[config.mk]
export PLATFORM = sky130hd
export DESIGN_NAME = fetch_stage
export DESIGN_NICKNAME = d
export VERILOG_FILES = /design/src/rtl/fetch_stage_pkg.sv /design/src/rtl/fetch_skid_reg.sv /design/src/rtl/fetch_stage.sv
export SDC_FILE = /design/constraint.sdc
export NUM_CORES = 1
export LEC_CHECK = 0
export CAP_MARGIN = 10
export CORE_ASPECT_RATIO = 0.75
export CORE_MARGIN = 8
export CORE_UTILIZATION = 51
export CTS_BUF_LIST = sky130_fd_sc_hd__clkbuf_8
export CTS_CLUSTER_SIZE = 8
export DETAILED_ROUTE_END_ITERATION = 7
export PLACE_DENSITY = 0.83
export SKIP_CTS_REPAIR_TIMING = 1
export SLEW_MARGIN = 20
export SYNTH_ARGS = -nofsm -noshare
export SYNTH_HDL_FRONTEND = slang
export SYNTH_SLANG_ARGS = --single-unit
[constraint.sdc]
create_clock -name clk -period 3.1 [get_ports clk]
set_input_delay 0.62 -clock clk [delete_from_list [all_inputs] [get_ports clk]]
set_output_delay 0.62 -clock clk [all_outputs]
set_load 0.01 [all_outputs]
[src/rtl/fetch_stage_pkg.sv]
// Shared ISA and fetch-stage definitions.
//   - ISA_NOP_INSTR / ISA_HALT_OP: default bubble encoding and halting opcode.
//   - OPCODE_MSB / OPCODE_LSB: opcode field position inside a 16-bit instruction.
//   - StIssue..StHalted: fetch controller state encodings.
//   - opcodeOf(): extracts the opcode field from an instruction word.
package fetch_stage_pkg;

  localparam logic [15:0] ISA_NOP_INSTR = 16'h0800;
  localparam logic [4:0]  ISA_HALT_OP   = 5'b00000;

  localparam int unsigned OPCODE_MSB = 15;
  localparam int unsigned OPCODE_LSB = 11;

  localparam logic [2:0] StIssue  = 3'd0;
  localparam logic [2:0] StWait   = 3'd1;
  localparam logic [2:0] StDrain  = 3'd2;
  localparam logic [2:0] StHold   = 3'd3;
  localparam logic [2:0] StHalted = 3'd4;

  function automatic logic [4:0] opcodeOf(input logic [15:0] instr);
    return instr[OPCODE_MSB:OPCODE_LSB];
  endfunction

endpackage

[src/rtl/fetch_skid_reg.sv]
// One-entry skid buffer for a fetched instruction.
//   clk, rst : clock, synchronous active-high reset
//   load     : capture dataIn and mark full (wins over clear)
//   clear    : mark empty
//   dataIn   : instruction to capture
//   dataOut  : held instruction
//   full     : buffer holds a valid instruction
module fetch_skid_reg (
  input  logic        clk,
  input  logic        rst,
  input  logic        load,
  input  logic        clear,
  input  logic [15:0] dataIn,
  output logic [15:0] dataOut,
  output logic        full
);

  logic [15:0] dataQ;
  logic        fullQ;

  always_ff @(posedge clk) begin
    if (rst) begin
      dataQ <= '0;
      fullQ <= 1'b0;
    end else if (load) begin
      dataQ <= dataIn;
      fullQ <= 1'b1;
    end else if (clear) begin
      fullQ <= 1'b0;
    end
  end

  assign dataOut = dataQ;
  assign full    = fullQ;

endmodule

[src/rtl/fetch_stage.sv]
// Instruction-fetch stage: owns the PC, issues requests to a variable-latency
// instruction memory (one outstanding), parks a response in a skid buffer while
// the pipeline is stalled, applies execute-stage redirects and stops on HALT or
// a memory error. Drives the IF/ID register (instruction plus PC+2).
//   clk, rst              : clock, synchronous active-high reset
//   imem_req/imem_addr    : request strobe and address (accepted same cycle)
//   imem_rdy/data/err     : response valid, instruction, error (qualified by rdy)
//   stall                 : hold IF/ID
//   redirect/redirect_pc  : flush and restart fetch at redirect_pc
//   instrOut/nextPcOut    : IF/ID instruction and its PC+2
//   validOut              : IF/ID holds a real instruction
//   halted / err          : fetch stopped / sticky memory error
module fetch_stage
  import fetch_stage_pkg::*;
#(
  parameter logic [15:0] RESET_PC  = 16'h0000,
  parameter logic [15:0] NOP_INSTR = ISA_NOP_INSTR,
  parameter logic [4:0]  HALT_OP   = ISA_HALT_OP
) (
  input  logic        clk,
  input  logic        rst,
  output logic        imem_req,
  output logic [15:0] imem_addr,
  input  logic        imem_rdy,
  input  logic [15:0] imem_data,
  input  logic        imem_err,
  input  logic        stall,
  input  logic        redirect,
  input  logic [15:0] redirect_pc,
  output logic [15:0] instrOut,
  output logic [15:0] nextPcOut,
  output logic        validOut,
  output logic        halted,
  output logic        err
);

  logic [2:0]  stateQ, stateD;
  logic [15:0] pcQ, pcD;
  logic [15:0] instrQ, instrD;
  logic [15:0] nextPcQ, nextPcD;
  logic        validQ, validD;
  logic        haltedQ, haltedD;
  logic        errQ, errD;

  logic        req;
  logic        accept;
  logic [15:0] acceptInstr;
  logic        skidLoad, skidClear, skidFull;
  logic [15:0] skidData;
  logic [15:0] pcPlus2;

  // While a request is outstanding pc is the address of that request, so the
  // fetched instruction's PC is always pcQ and its successor is pcQ+2.
  assign pcPlus2 = pcQ + 16'd2;

  fetch_skid_reg u_skid (
    .clk     (clk),
    .rst     (rst),
    .load    (skidLoad),
    .clear   (skidClear),
    .dataIn  (imem_data),
    .dataOut (skidData),
    .full    (skidFull)
  );

  always_comb begin
    stateD      = stateQ;
    pcD         = pcQ;
    haltedD     = haltedQ;
    errD        = errQ;
    req         = 1'b0;
    imem_addr   = pcQ;
    accept      = 1'b0;
    acceptInstr = imem_data;
    skidLoad    = 1'b0;
    skidClear   = 1'b0;

    case (stateQ)
      StIssue: begin
        if (redirect) begin
          pcD = redirect_pc;
        end else begin
          req    = 1'b1;
          stateD = StWait;
        end
      end
      StWait: begin
        if (redirect) begin
          pcD    = redirect_pc;
          stateD = imem_rdy ? StIssue : StDrain;
        end else if (imem_rdy) begin
          if (imem_err) begin
            errD    = 1'b1;
            haltedD = 1'b1;
            stateD  = StHalted;
          end else if (stall) begin
            skidLoad = 1'b1;
            stateD   = StHold;
          end else begin
            accept = 1'b1;
          end
        end
      end
      StDrain: begin
        // The stale response is consumed whether or not a new redirect lands.
        if (redirect) pcD = redirect_pc;
        if (imem_rdy) stateD = StIssue;
      end
      StHold: begin
        if (redirect) begin
          skidClear = 1'b1;
          pcD       = redirect_pc;
          stateD    = StIssue;
        end else if (!stall && skidFull) begin
          accept      = 1'b1;
          acceptInstr = skidData;
          skidClear   = 1'b1;
        end
      end
      StHalted: begin
        if (redirect) begin
          haltedD = 1'b0;
          pcD     = redirect_pc;
          stateD  = StIssue;
        end
      end
      default: stateD = StIssue;
    endcase

    if (accept) begin
      pcD = pcPlus2;
      if (opcodeOf(acceptInstr) == HALT_OP) begin
        haltedD = 1'b1;
        stateD  = StHalted;
      end else begin
        // Back-to-back issue of the successor gives one instruction per cycle.
        req       = 1'b1;
        imem_addr = pcPlus2;
        stateD    = StWait;
      end
    end
  end

  // IF/ID: redirect flush beats stall hold beats new instruction.
  always_comb begin
    instrD  = NOP_INSTR;
    nextPcD = nextPcQ;
    validD  = 1'b0;
    if (redirect) begin
      instrD  = NOP_INSTR;
      validD  = 1'b0;
    end else if (stall) begin
      instrD  = instrQ;
      validD  = validQ;
    end else if (accept) begin
      instrD  = acceptInstr;
      nextPcD = pcPlus2;
      validD  = 1'b1;
    end
  end

  always_ff @(posedge clk) begin
    if (rst) begin
      stateQ  <= StIssue;
      pcQ     <= RESET_PC;
      instrQ  <= NOP_INSTR;
      nextPcQ <= '0;
      validQ  <= 1'b0;
      haltedQ <= 1'b0;
      errQ    <= 1'b0;
    end else begin
      stateQ  <= stateD;
      pcQ     <= pcD;
      instrQ  <= instrD;
      nextPcQ <= nextPcD;
      validQ  <= validD;
      haltedQ <= haltedD;
      errQ    <= errD;
    end
  end

  // No request while in reset so a reset memory sees a clean start.
  assign imem_req  = req & ~rst;
  assign instrOut  = instrQ;
  assign nextPcOut = nextPcQ;
  assign validOut  = validQ;
  assign halted    = haltedQ;
  assign err       = errQ;

endmodule

# Word-level counts from Yosys, hierarchy flattened

Index checks and enable logic that the tools add are counted.
Widths: inputs -> output; s select.

$add $sub $neg: 1
Equal/unequal tests: 9
Mux-type cells: 48
Bitwise gates (word level): 4
Reductions and logical operators: 14

Operators by type and width:

| kind                  | number |
|---|---|
| $mux 16               | 9 |
| $mux 3                | 9 |
| $mux 1                | 26 |
| $add 16x2->16 const B | 1 |
| $pmux 3 s4            | 1 |
| $eq 3x2->1 const B    | 2 |
| $ne 3x3->1 const B    | 2 |
| $reduce_bool 2->1     | 3 |
| $logic_not 5->1       | 1 |
| $ne 5x5->1 const B    | 1 |
| $reduce_and 5->1      | 1 |
| $reduce_or 5->1       | 1 |
| $ne 4x4->1 const B    | 1 |
| $pmux 1 s2            | 2 |
| $reduce_and 4->1      | 1 |
| $reduce_or 2->1       | 2 |
| $eq 3x1->1 const B    | 1 |
| $eq 3x3->1 const B    | 1 |
| $logic_not 3->1       | 1 |
| $ne 3x1->1 const B    | 1 |
| $not 1->1             | 3 |
| $reduce_and 3->1      | 1 |
| $mux 2                | 1 |
| $reduce_and 2->1      | 1 |
| other kinds (3)       | 3 |

Register bits: 71
Output and inout bits: 52
Logic and storage cells: 85

# Longest topological paths before layout

Word-level depth: 9
Gate-level depth with buffers: 7
Gate-level depth less buffers: 5

# Cells and area by module

From an unflattened synthesis, not the netlist that was laid out.

Cells, all modules: 417
Area, all modules: 3,668.5 um^2

Modules (own cells, without submodules):

| module         | instances | cells each | area an instance (um^2) | seq. area each (um^2) |
|---|---|---|---|---|
| fetch_stage    | 1         | 361        | 3,051.7                 | 1,081.0 |
| fetch_skid_reg | 1         | 56         | 616.8                   | 340.3 |

# Least setup slack after synthesis

OpenSTA, ideal clock, no wires.

Kind: input-to-output
Start: in imem_data[12]
End: out imem_addr[9]
Data arrival time: 2.019 ns
Required time: 2.480 ns
Path slack: 0.461 ns
Cell stages on the path: 6
Buffers on the path: 1
Cell sequence: or4_1 nor2_1 o22a_1 buf_2 nor2_1 xnor2_1

Longest elaborated chain between the ends: 6

RTL lines:

| what              | RTL line           | RTL |
|---|---|---|
| from (decl)       | fetch_stage.sv:25  | `input logic [15:0] imem_data,` |
| $mux 16           | fetch_stage.sv:114 | `end else if (!stall && skidFull) begin` |
| $mux 16           | fetch_stage.sv:110 | `if (redirect) begin` |
| $mux 16 *         | fetch_stage.sv:78  | `case (stateQ)` |
| $logic_not 5->1 * | fetch_stage.sv:132 | `if (opcodeOf(acceptInstr) == HALT_OP) begin` |
| $mux 16 *         | fetch_stage.sv:132 |  |
| $mux 16 *         | fetch_stage.sv:130 | `if (accept) begin` |
| to (decl)         | fetch_stage.sv:23  | `output logic [15:0] imem_addr,` |

Every way passes the cells marked *; elsewhere a longest branch is shown, timed or not.

# Worst setup path in the final report

Start: in imem_data[15]
End: out imem_addr[10]

Same word-level chain as after synthesis.

==> results_tabular.tex <==
\begin{tabular}{lr}
\hline
Metric & Value \\
\hline
\multicolumn{2}{l}{\textbf{Worst setup path}} \\
\quad Slack of the worst reg-to-reg path & 0.90 ns \\
\quad Required arrival time at the worst endpoint & 2.48 ns \\
\quad Setup crit end kind & output pin \\
\quad Startpoint of the most critical register-to-register path & stateQ[1] \\
\quad Endpoint of the lowest-slack register-to-register path & pcQ[3] \\
\quad Origin of the worst setup path & imem\_data[15] \\
\quad Largest fanout on the critical path & 10 \\
\quad Timing endpoint of the critical path & imem\_addr[10] \\
\quad Critical Path Source Type & primary input \\
\quad Arrival time of the worst setup path & 2.47 ns \\
\quad Type of the worst setup path & primary input to output pin \\
\quad Cell count of the worst reg-to-reg path & 6 \\
\multicolumn{2}{l}{\textbf{Placement}} \\
\quad Placed cell areas & 4590 um\^{}2 \\
\quad HPWL after DPL & 7.99 mm \\
\quad Final estimated routing congestion in global placement & 1.01 \\
\quad IO Port Bufs & 89 \\
\multicolumn{2}{l}{\textbf{Route}} \\
\quad Number of routed nets with antenna violations & 0 \\
\quad Routed vias & 3703 \\
\quad 1st-pass router iterations & 7 \\
\quad Vias per cell & 6.20 \\
\quad Residual DRC & 0 \\
\quad DR iter-0 viols & 509 \\
\quad Routed wire length & 11.3 mm \\
\quad Post-detailed-route wirelength per cell & 19.0 um \\
\multicolumn{2}{l}{\textbf{CTS}} \\
\quad CTS clock-pin slew for the worst setup and hold paths & 0.08 ns \\
\quad Clk root buf & sky130\_fd\_sc\_hd\_\_clkbuf\_8 \\
\quad Max Buffers Root-to-Sink & 2 \\
\quad Num CTS Buffers & 9 \\
\quad H-tree depth & 3 \\
\quad Clock net sink count & 71 \\
\quad Clock network latency to the later pin of the worst-skew pair & 0.35 ns \\
\quad TritonCTS clock tree & yes \\
\multicolumn{2}{l}{\textbf{Yosys}} \\
\quad Average cell area after synthesis & 8.62 um\^{}2 \\
\quad Synthesized netlist net count & 444 \\
\quad Post-synthesis instance area & 3490 um\^{}2 \\
\quad Top area cells in the synthesized netlist & sky130\_fd\_sc\_hd\_\_dfxtp\_1, sky130\_fd\_sc\_hd\_\_nor2\_1, sky130\_fd\_sc\_hd\_\_mux2i\_1 \\
\quad Distinct cell type count after synthesis & 48 \\
\quad Post-synthesis cell count & 405 \\
\quad Most area-hungry cell type in the Yosys netlist & sky130\_fd\_sc\_hd\_\_dfxtp\_1 \\
\quad Count of flip-flops with a built-in enable after synthesis & 0 \\
\quad Ys flop type & sky130\_fd\_sc\_hd\_\_dfxtp\_1 \\
\quad Count of warnings emitted by yosys & 0 \\
\quad Fraction of registers with async set or reset after synthesis & 0\% \\
\quad Area share of the leading cell type in the synthesized netlist & 40.7\% \\
\quad \#FFs+latches synth & 71 \\
\quad Fraction of the yosys area taken by sequential cells & 40.7\% \\
\multicolumn{2}{l}{\textbf{Floorplan}} \\
\quad FP Rows & 26 \\
\quad Die span in y & 87.7 um \\
\quad Placeable core region & 6730 um\^{}2 \\
\quad I/O pin total & 90 \\
\quad DIE AREA & 9780 um\^{}2 \\
\quad Starting Density & 51.9\% \\
\quad Horizontal die dimension & 112 um \\
\multicolumn{2}{l}{\textbf{Power and ir drop}} \\
\quad Combinational group share of total power & 16.1\% \\
\quad PnR Total Power & 0.00219 W \\
\quad Peak VDD IR & 278 uV \\
\quad Switching share of power & 27.6\% \\
\quad Sw Pwr & 0.000604 W \\
\quad Clk network pwr share & 39.1\% \\
\quad Sequential group share of total power & 44.8\% \\
\quad Internal portion of total power & 0.00158 W \\
\quad Leakage Power & 2.09 nW \\
\quad Power density relative to cell area & 445 nW/um\^{}2 \\
\multicolumn{2}{l}{\textbf{STA}} \\
\quad Worst slew margin & 53.3\% \\
\quad Final period util & 99.7\% \\
\quad Measured slew at the worst slew-check pin & 0.693 ns \\
\quad Final worst path period need & 3.09 ns \\
\quad Count of pins over their slew limit & 0 \\
\quad Number of hold-slack violations in the final timing report & 0 \\
\quad Final-report setup violation count & 0 \\
\quad Clock skew after layout & 0.0127 ns \\
\quad Maximum frequency from static timing analysis & 324 MHz \\
\quad Post-route worst hold slack & 0.457 ns \\
\multicolumn{2}{l}{\textbf{Global route}} \\
\quad Via count of the first global-routing pass & 3492 \\
\quad Maximum number of pins on one net before global-route repair & 42 \\
\quad Wire length of the first global-routing pass & 18.0 mm \\
\quad GRT Overall Usage & 22.8\% \\
\quad Antenna violations before repair & 0 \\
\quad Total gr overflow & 0 \\
\multicolumn{2}{l}{\textbf{Cells and area}} \\
\quad Net count of the finished layout & 547 \\
\quad Commonest cells after routing, fill and taps aside & sky130\_fd\_sc\_hd\_\_dfxtp\_1, sky130\_fd\_sc\_hd\_\_clkdlybuf4s50\_1, sky130\_fd\_sc\_hd\_\_nor2\_1 \\
\quad ANT cells & 0 \\
\quad Fraction of final layout cells with drive strength greater than 1 & 13.5\% \\
\quad Area Overhead vs Synth & 40.7\% \\
\quad Final standard cell area without fillers & 4910 um\^{}2 \\
\quad Most common cell after layout, fill and taps aside & sky130\_fd\_sc\_hd\_\_dfxtp\_1 \\
\multicolumn{2}{l}{\textbf{Run}} \\
\quad MaxCap Viol Count & 0 \\
\multicolumn{2}{l}{\textbf{Worst hold path}} \\
\quad Class of the worst hold path & register to register \\
\multicolumn{2}{l}{\textbf{Outcome}} \\
\quad Status & completed \\
\hline
\end{tabular}
[worst min path at each step]
stage	startpoint	endpoint	cells past startpoint
after global routing	nextPcOut[0]	nextPcOut[0]	2
after global placement	nextPcOut[0]	nextPcOut[0]	2
after detailed placement	nextPcOut[0]	nextPcOut[0]	2
final	nextPcOut[0]	nextPcOut[0]	2
after CTS	nextPcOut[0]	nextPcOut[0]	2
after floorplan	pcQ[0]	nextPcOut[0]	2
[cells in the mapped netlist, drive strengths merged, types with 2 or more instances]
cell,count
a211oi,22
a21oi,27
a222oi,16
a22oi,3
a311oi,4
and2,3
and2b,2
and3,2
and4,4
buf,17
clkbuf,18
dfxtp,71
inv,7
mux2i,18
nand2,30
nand3,11
nand4,6
nor2,66
nor2b,5
o21ai,10
o21bai,2
o22a,2
o2bb2ai,2
o31a,2
o32ai,9
o41ai,2
or4,4
xnor2,16
xor2,10
[per-stage QoR]
stage	utilization [%]	setup WS [ns]	cells	TNS, ns
after floorplan	-	0.461	405	0
after global placement	68.2	-0.554	577	-7.16
after detailed placement	68.2	-0.581	577	-7.34
after CTS	71.6	-0.611	593	-7.55
after global routing	73.0	-0.0885	597	-0.311
final	73.0	0.0102	597	0
[state kept, by name, summed over array words and instances, names as in the netlist]
name,flops
nextPcOut,16
err,1
u_skid.dataOut,16
stateQ,3
validOut,1
pcQ,16
u_skid.full,1
halted,1
instrOut,16
[worst max-delay path, stage by stage]
cell,delay [ns]
sky130_fd_sc_hd__clkdlybuf4s50_1,0.44
sky130_fd_sc_hd__or4_4,0.45
sky130_fd_sc_hd__nor2_4,0.11
sky130_fd_sc_hd__o22a_1,0.18
sky130_fd_sc_hd__buf_4,0.12
sky130_fd_sc_hd__buf_6,0.14
sky130_fd_sc_hd__nor2_1,0.07
sky130_fd_sc_hd__xnor2_1,0.15
sky130_fd_sc_hd__dlymetal6s2s_1,0.20
[per-layer routing]
metal  up-vias  wire, um  global-route usage, %  part of all wire, %
met1      1732      4640                   29.1                   41
met2       239      5130                   35.9                   45
met4         0       244                   7.79                  2.2
met3        29      1290                   7.37                   11
li1       1703         -                      -                    -
met5         -         0                      0                    0
[area by class of cell]
| cell class | count | area [um^2] |
|---|---|---|
| Fill cell | 486 | 1820 |
| Timing Repair Buffer | 127 | 1220 |
| Clock inverter | 7 | 103 |
| Multi-Input combinational cell | 292 | 1920 |
| Tap cell | 84 | 105 |
| Inverter | 7 | 26.3 |
| Clock buffer | 9 | 124 |
| Sequential cell | 71 | 1420 |
[logic make-up after synthesis]
family                   after synthesis  synth area share, %
adder cells (fa/ha/maj)                1                0.358
multiplexers                          18                 5.16
flip-flops                            71                 40.7
buffers and inverters                 42                 5.27
AO/OA/AOI/OAI                        110                 23.4
AND/OR/NAND/NOR                      137                 18.6
XOR/XNOR                              26                 6.52
[power by group through the flow]
stage,registers (W),clock network [W],logic (W)
global placement,0.000998,0,0.000339
detailed placement,0.00100,0,0.000347
global route,0.000985,0.000906,0.000376
floorplan,0.000992,0,0.000181
CTS,0.000978,0.000860,0.000350
finish,0.000980,0.000855,0.000352
Note: power is estimated with default switching activity, not from simulation.
